**src/rtl/mem_controller_pkg.sv**
```systemverilog
// Shared definitions for the memory controller: FSM state encodings, requester tags
// and the uncached access size codes with their byte counts.
package mem_controller_pkg;

   typedef enum logic [2:0] {
      IDLE  = 3'd0,
      IC_RD = 3'd1,
      DC_RD = 3'd2,
      DC_WR = 3'd3,
      IO_RD = 3'd4,
      IO_WR = 3'd5,
      RESP  = 3'd6
   } ctrlState_t;

   typedef enum logic [1:0] {
      SRC_NONE = 2'd0,
      SRC_IC   = 2'd1,
      SRC_DC   = 2'd2,
      SRC_IO   = 2'd3
   } reqSrc_t;

   localparam logic [1:0] IO_SIZE_NONE = 2'b00;
   localparam logic [1:0] IO_SIZE_BYTE = 2'b01;
   localparam logic [1:0] IO_SIZE_HALF = 2'b10;
   localparam logic [1:0] IO_SIZE_WORD = 2'b11;

   function automatic logic [2:0] ioBytes(input logic [1:0] size);
      case (size)
         IO_SIZE_BYTE: ioBytes = 3'd1;
         IO_SIZE_HALF: ioBytes = 3'd2;
         IO_SIZE_WORD: ioBytes = 3'd4;
         default:      ioBytes = 3'd0;
      endcase
   endfunction

endpackage

```
**src/rtl/line_shifter.sv**
```systemverilog
// Line buffer for one transfer: loads a whole line for serialisation, or assembles
// a line one byte at a time (little-endian) from RAM read data.
module line_shifter #(
   parameter int BLOCK_WIDTH = 4,
   parameter int BLOCK_SIZE  = 2**BLOCK_WIDTH
) (
   input  logic                    clkIn,
   input  logic                    resetIn,
   input  logic                    loadEn,
   input  logic [BLOCK_SIZE*8-1:0] loadData,
   input  logic                    captureEn,
   input  logic [BLOCK_WIDTH-1:0]  captureIdx,
   input  logic [7:0]              captureByte,
   input  logic [BLOCK_WIDTH-1:0]  readIdx,
   output logic [BLOCK_SIZE*8-1:0] lineData,
   output logic [7:0]              readByte
);

   genvar gi;
   generate
      for (gi = 0; gi < BLOCK_SIZE; gi++) begin : g_byte
         logic [7:0] byteReg;

         always_ff @(posedge clkIn) begin
            if (resetIn) begin
               byteReg <= 8'h00;
            end else if (loadEn) begin
               byteReg <= loadData[8*gi +: 8];
            end else if (captureEn && (captureIdx == BLOCK_WIDTH'(gi))) begin
               byteReg <= captureByte;
            end
         end

         assign lineData[8*gi +: 8] = byteReg;
      end
   endgenerate

   assign readByte = lineData[8*readIdx +: 8];

endmodule

```
**src/rtl/mem_controller.sv**
```systemverilog
// Byte-serial RAM arbiter for ICache fills, DCache fills/writebacks and uncached IO.
// One request is granted at a time (io > dc > ic) and completes with a done pulse.
module mem_controller
   import mem_controller_pkg::*;
#(
   parameter int BLOCK_WIDTH = 4,
   parameter int BLOCK_SIZE  = 2**BLOCK_WIDTH
) (
   input  logic                    clkIn,
   input  logic                    resetIn,
   input  logic                    readyIn,
   input  logic                    clearIn,
   input  logic [7:0]              memIn,
   output logic [7:0]              memOut,
   output logic [31:0]             memAddr,
   output logic                    memWrite,
   input  logic                    icReq,
   input  logic [31-BLOCK_WIDTH:0] icAddr,
   output logic                    icDone,
   output logic [BLOCK_SIZE*8-1:0] icData,
   input  logic                    dcReq,
   input  logic                    dcWrite,
   input  logic [31-BLOCK_WIDTH:0] dcAddr,
   input  logic [BLOCK_SIZE*8-1:0] dcWData,
   output logic                    dcDone,
   output logic [BLOCK_SIZE*8-1:0] dcRData,
   input  logic                    ioReq,
   input  logic                    ioWrite,
   input  logic [1:0]              ioSize,
   input  logic [31:0]             ioAddr,
   input  logic [31:0]             ioWData,
   output logic                    ioDone,
   output logic [31:0]             ioRData
);

   localparam int CW = BLOCK_WIDTH + 1;
   localparam int LW = BLOCK_SIZE * 8;

   ctrlState_t stateReg, stateNext;
   reqSrc_t    srcReg, srcNext;
   logic [31:0]   baseReg, baseNext;
   logic [CW-1:0] cntReg, cntNext;
   logic [CW-1:0] lenReg, lenNext;

   logic          grant;
   logic          readSt, writeSt, addrActive, captureEn;
   logic [LW-1:0] loadData, lineData;
   logic [7:0]    txByte;

   always_ff @(posedge clkIn) begin
      if (resetIn) begin
         stateReg <= IDLE;
         srcReg   <= SRC_NONE;
         baseReg  <= 32'h0;
         cntReg   <= '0;
         lenReg   <= '0;
      end else begin
         stateReg <= stateNext;
         srcReg   <= srcNext;
         baseReg  <= baseNext;
         cntReg   <= cntNext;
         lenReg   <= lenNext;
      end
   end

   // Operands are captured at grant; the counter only runs while a transfer stays
   // in its state, so leaving a transfer always returns it to zero.
   always_comb begin
      stateNext = stateReg;
      srcNext   = srcReg;
      baseNext  = baseReg;
      lenNext   = lenReg;
      cntNext   = '0;
      grant     = 1'b0;
      loadData  = '0;
      case (stateReg)
         IDLE: begin
            if (readyIn) begin
               if (ioReq) begin
                  grant    = 1'b1;
                  srcNext  = SRC_IO;
                  baseNext = ioAddr;
                  lenNext  = CW'(ioBytes(ioSize));
                  if (ioWrite) loadData = LW'(ioWData);
                  if (ioSize == IO_SIZE_NONE) stateNext = RESP;
                  else stateNext = ioWrite ? IO_WR : IO_RD;
               end else if (dcReq) begin
                  grant     = 1'b1;
                  srcNext   = SRC_DC;
                  baseNext  = {dcAddr, {BLOCK_WIDTH{1'b0}}};
                  lenNext   = CW'(BLOCK_SIZE);
                  if (dcWrite) loadData = dcWData;
                  stateNext = dcWrite ? DC_WR : DC_RD;
               end else if (icReq) begin
                  grant     = 1'b1;
                  srcNext   = SRC_IC;
                  baseNext  = {icAddr, {BLOCK_WIDTH{1'b0}}};
                  lenNext   = CW'(BLOCK_SIZE);
                  stateNext = IC_RD;
               end
            end
         end
         // Reads linger one extra cycle to catch the last byte returning from RAM.
         IC_RD, DC_RD, IO_RD: begin
            if ((stateReg == IC_RD) && clearIn) stateNext = IDLE;
            else if (cntReg == lenReg) stateNext = RESP;
            else cntNext = cntReg + 1'b1;
         end
         DC_WR, IO_WR: begin
            if (cntReg == lenReg - 1'b1) stateNext = RESP;
            else cntNext = cntReg + 1'b1;
         end
         RESP:    stateNext = IDLE;
         default: stateNext = IDLE;
      endcase
   end

   always_comb begin
      readSt     = stateReg inside {IC_RD, DC_RD, IO_RD};
      writeSt    = stateReg inside {DC_WR, IO_WR};
      addrActive = (readSt || writeSt) && (cntReg < lenReg);
      captureEn  = readSt && (cntReg != '0);
      memAddr    = addrActive ? (baseReg + 32'(cntReg)) : 32'h0;
      memWrite   = writeSt;
      memOut     = writeSt ? txByte : 8'h00;
      icDone     = (stateReg == RESP) && (srcReg == SRC_IC);
      dcDone     = (stateReg == RESP) && (srcReg == SRC_DC);
      ioDone     = (stateReg == RESP) && (srcReg == SRC_IO);
   end

   // Byte returning in this cycle was addressed with the previous count.
   line_shifter #(
      .BLOCK_WIDTH(BLOCK_WIDTH),
      .BLOCK_SIZE (BLOCK_SIZE)
   ) u_shifter (
      .clkIn      (clkIn),
      .resetIn    (resetIn),
      .loadEn     (grant),
      .loadData   (loadData),
      .captureEn  (captureEn),
      .captureIdx (cntReg[BLOCK_WIDTH-1:0] - 1'b1),
      .captureByte(memIn),
      .readIdx    (cntReg[BLOCK_WIDTH-1:0]),
      .lineData   (lineData),
      .readByte   (txByte)
   );

   assign icData  = lineData;
   assign dcRData = lineData;
   assign ioRData = lineData[31:0];

endmodule

```
**config.mk**
```make
export PLATFORM = sky130hd
export DESIGN_NAME = mem_controller
export DESIGN_NICKNAME = d
export VERILOG_FILES = /design/src/rtl/mem_controller_pkg.sv /design/src/rtl/line_shifter.sv /design/src/rtl/mem_controller.sv
export SDC_FILE = /design/constraint.sdc
export NUM_CORES = 1
export LEC_CHECK = 0
export CORE_AREA = 2 2 234 236
export CTS_CLUSTER_DIAMETER = 30
export CTS_CLUSTER_SIZE = 10
export DETAILED_ROUTE_END_ITERATION = 8
export DIE_AREA = 0 0 236 238
export PLACE_DENSITY = 0.52
export RECOVER_POWER = 50
export SETUP_SLACK_MARGIN = 0.3
export SYNTH_ARGS = -nofsm -noshare
export SYNTH_HDL_FRONTEND = slang
export SYNTH_HIERARCHICAL = 1
export SYNTH_SLANG_ARGS = --single-unit
export TNS_END_PERCENT = 1
```
**constraint.sdc**
```tcl
create_clock -name clkIn -period 5.41 [get_ports clkIn]
set_clock_uncertainty 0.05 [all_clocks]
set_input_delay 1.082 -clock clkIn [delete_from_list [all_inputs] [get_ports clkIn]]
set_output_delay 1.082 -clock clkIn [all_outputs]
set_load 0.01 [all_outputs]
```
==> results.cfg <==
[run_status]
status = complete, but fails checks
violations = max-capacitance violations, max-slew violations

[critical_path]
critPathMaxStageDelay_ns = 0.52
cp-end-kind = output port
arrival_ns = 3.67
crit_fanout = 17
critPathKind = register to output port
start_kind = register
critPathRequiredTime_ns = 4.28
path_cells = buf_4 -> ha_1 -> inv_1 -> fa_1 -> nor2b_1 -> o31a_1 -> o21ai_0 -> nor3_1 -> o21ba_2 -> clkdlybuf4s50_1
reg2reg_slack_ns = 1.87
slowest_stage = clkdlybuf4s50_1

[clock_tree]
cts_sinks = 174
htree_num_levels = 4
hold_buffers = 0
cts_buffers = 17
cts_tree = built
cts_buffer_depth = 2
root_buffer = clkbuf_16
worstSkewPairLatency_ns = 0.49
cts.reportedPaths.clkPinSlew_ns = 0.07

[yosys]
synth_async_sr_flop_share_pct = 0
synth_top_area_share_pct = 26.7
synth_seq_cells = 174
muxShareOfSynthArea_pct = 8.04
yosys-top-cells-area = dfxtp_1 27%, buf_4 9.7%, a311oi_1 8.6%
ys.flop_type = dfxtp_1
synth_top_area_cell = dfxtp_1
synth_top_family_by_area = simple AND/OR/NAND/NOR gates
netlist_top_cells_count = 214 x nor2_1, 174 x dfxtp_1, 168 x buf_4, 156 x o21ai_0, 142 x clkbuf_1
yosys_warnings = 6
synth_adder_area_share_pct = 1.50
syn_avg_cell_area_sq_um = 7.64
synth_nets = 1989
synth-seq-area-share_pct = 26.7
synth_edf_count = 0
synthSimpleGateAreaFrac_pct = 23.0
yosysMostFrequentCell = nor2_1
synthCells = 1707
synth.distinct_cells = 64
synth_compound_area_share_pct = 22.0
synthXorXnorAreaFrac_pct = 2.62
syn_area_sq_um = 13000

[grt]
antenna_found_initial = 7
grt_max_degree = 126
grt_use_met3_pct = 5.96
overflow = 0
top_usage_layer = met2
grtUsageMet2_pct = 39.1
track_usage_pct = 23.6
use_met1_pct = 29.9
grt_pass1_wl_mm = 98.4
grt_pass1_vias = 13988

[sta]
finalCriticalPeriod_ns = 4.80
rsz0062_at_grt = no
fmaxAchievable_ghz = 0.208
setup_viol = 0
hold_viol_final = 0
slew_headroom_pct = -44.5
worst_pin_slew_ns = 2.17
fin_crit_sh_pct = 88.8
fin_setup_tns_ns = 0
slew_violations = 33

[floorplan]
rows = 85
boundaryPins = 599
start_util_pct = 24.4
die_height_um = 238
die_x_um = 236
core_sq_um = 53500
die_area_sq_um = 56200

[finish]
stdcell_area_sq_um = 18700
drive_gt1_share_pct = 4.88
fillCellCount = 5568
fin_nets = 2276
multi_input_area_sq_um = 7500
seqCellArea_sq_um = 3490
syn2layout_area_growth_pct = 43.2

[detailed_routing]
viasPerCell = 5.39
wl_per_cell_um = 25.4
dr.pass1.iters = 6
drc = 0
drt_wl_total_mm = 68.6
num_vias = 14569
final_antenna_net_count = 0
drt_first_iter_violations = 1406

[power_and_ir_drop]
power.switching_w = 0.00278
p_leak_nw = 7.20
power_density_nw_per_um2 = 350
swShare_pct = 42.6
ir_drop_mv = 0.257
internal-power_w = 0.00376
pwr-share-clk_pct = 19.5
seq_power_share_pct = 33.0
comb_power_share_pct = 47.5

[placement]
gp_congestion = 0.861
placed_area_sq_um = 18100
port_buffers = 598
hpwl_mm = 49.7

[run]
drv_cap = 1

[hold_path]
hp-class = register to register
path summary, 6_finish.rpt:
check                  start                             end  cells past startpoint
setup / recovery   cntReg[0]                     memAddr[30]                     10
hold / removal    baseReg[4]                      baseReg[4]                      2
hold reg to reg   baseReg[4]                      baseReg[4]                      2
setup reg to reg   cntReg[1]  u_shifter/g_byte[6].byteReg[0]                      6
per-layer routing:
layer / up-vias / wire, um
li1: 6615 / -
met1: 7079 / 28700
met2: 777 / 32700
met3: 90 / 5640
met4: 8 / 1600
met5: - / 53
cells by family after synthesis:
family,Yosys count
simple gates,624
compound gates,424
buf+inv,370
flops,174
mux,61
xor+xnor,39
fa+ha+maj,15
what timing repair did:
action,4_1_cts,5_1_grt
resized for setup,0,1
setup buffers,0,0
setup endpoints to repair,0,4
flip-flops by register name, summed over array words and instances (netlist names):
name and count:
u_shifter/g_byte.byteReg 128, stateReg 3, lenReg 4, srcReg 2, cntReg 5, baseReg 32
stage by stage:
stage | util, % | instances | hold slack (ns) | setup WS (ns) | power [W]
finish | 34.9 | 2705 | 0.414 | 0.608 | 0.00654
global route | 34.9 | 2705 | 0.443 | 0.328 | 0.00686
CTS | 34.9 | 2703 | 0.420 | 0.452 | 0.00677
detailed placement | 33.9 | 2671 | 0.410 | 0.996 | 0.00548
global placement | 33.9 | 2671 | 0.398 | 1.04 | 0.00544
floorplan | - | 1707 | 0.391 | 2.17 | 0.00383
cell type report:
class                   instances  area share, %
well taps                     696           4.66
clock inverters                11          0.630
repair buffers                622           33.1
clock buffers                  21           2.41
flip-flops and latches        174           18.7
diodes                          2         0.0268
inverters                      16          0.362
multi-input cells            1163           40.2
cells in the final DEF, fill, tap and decap left out, drive strengths merged, types with 48 or more instances in the layout:
master and n:
a311oi 128, nand2 111, clkdlybuf4s50 351, nand3 135, o21ai 166, and3 108
dfxtp 174, nor2 214, a22oi 48, dlygate4sd3 244
worst max-delay path: cells and delay by family (launching register included):
kind                       cells  cell delay, ns
and+or+nand+nor                2            0.44
buffers and inverters          3            0.87
DFF                            1            0.33
AOI/OAI and AO/OA              3            0.91
adders and majority gates      2            0.61
power by group through the flow:
stage	registers (W)	clock network [W]	logic (W)
final	0.00216	0.00128	0.00311
after floorplan	0.00198	0	0.00185
after global routing	0.00219	0.00135	0.00332
after CTS	0.00218	0.00131	0.00328
after detailed placement	0.00221	0	0.00327
after global placement	0.00220	0	0.00324
(Power assumes the default switching activity.)
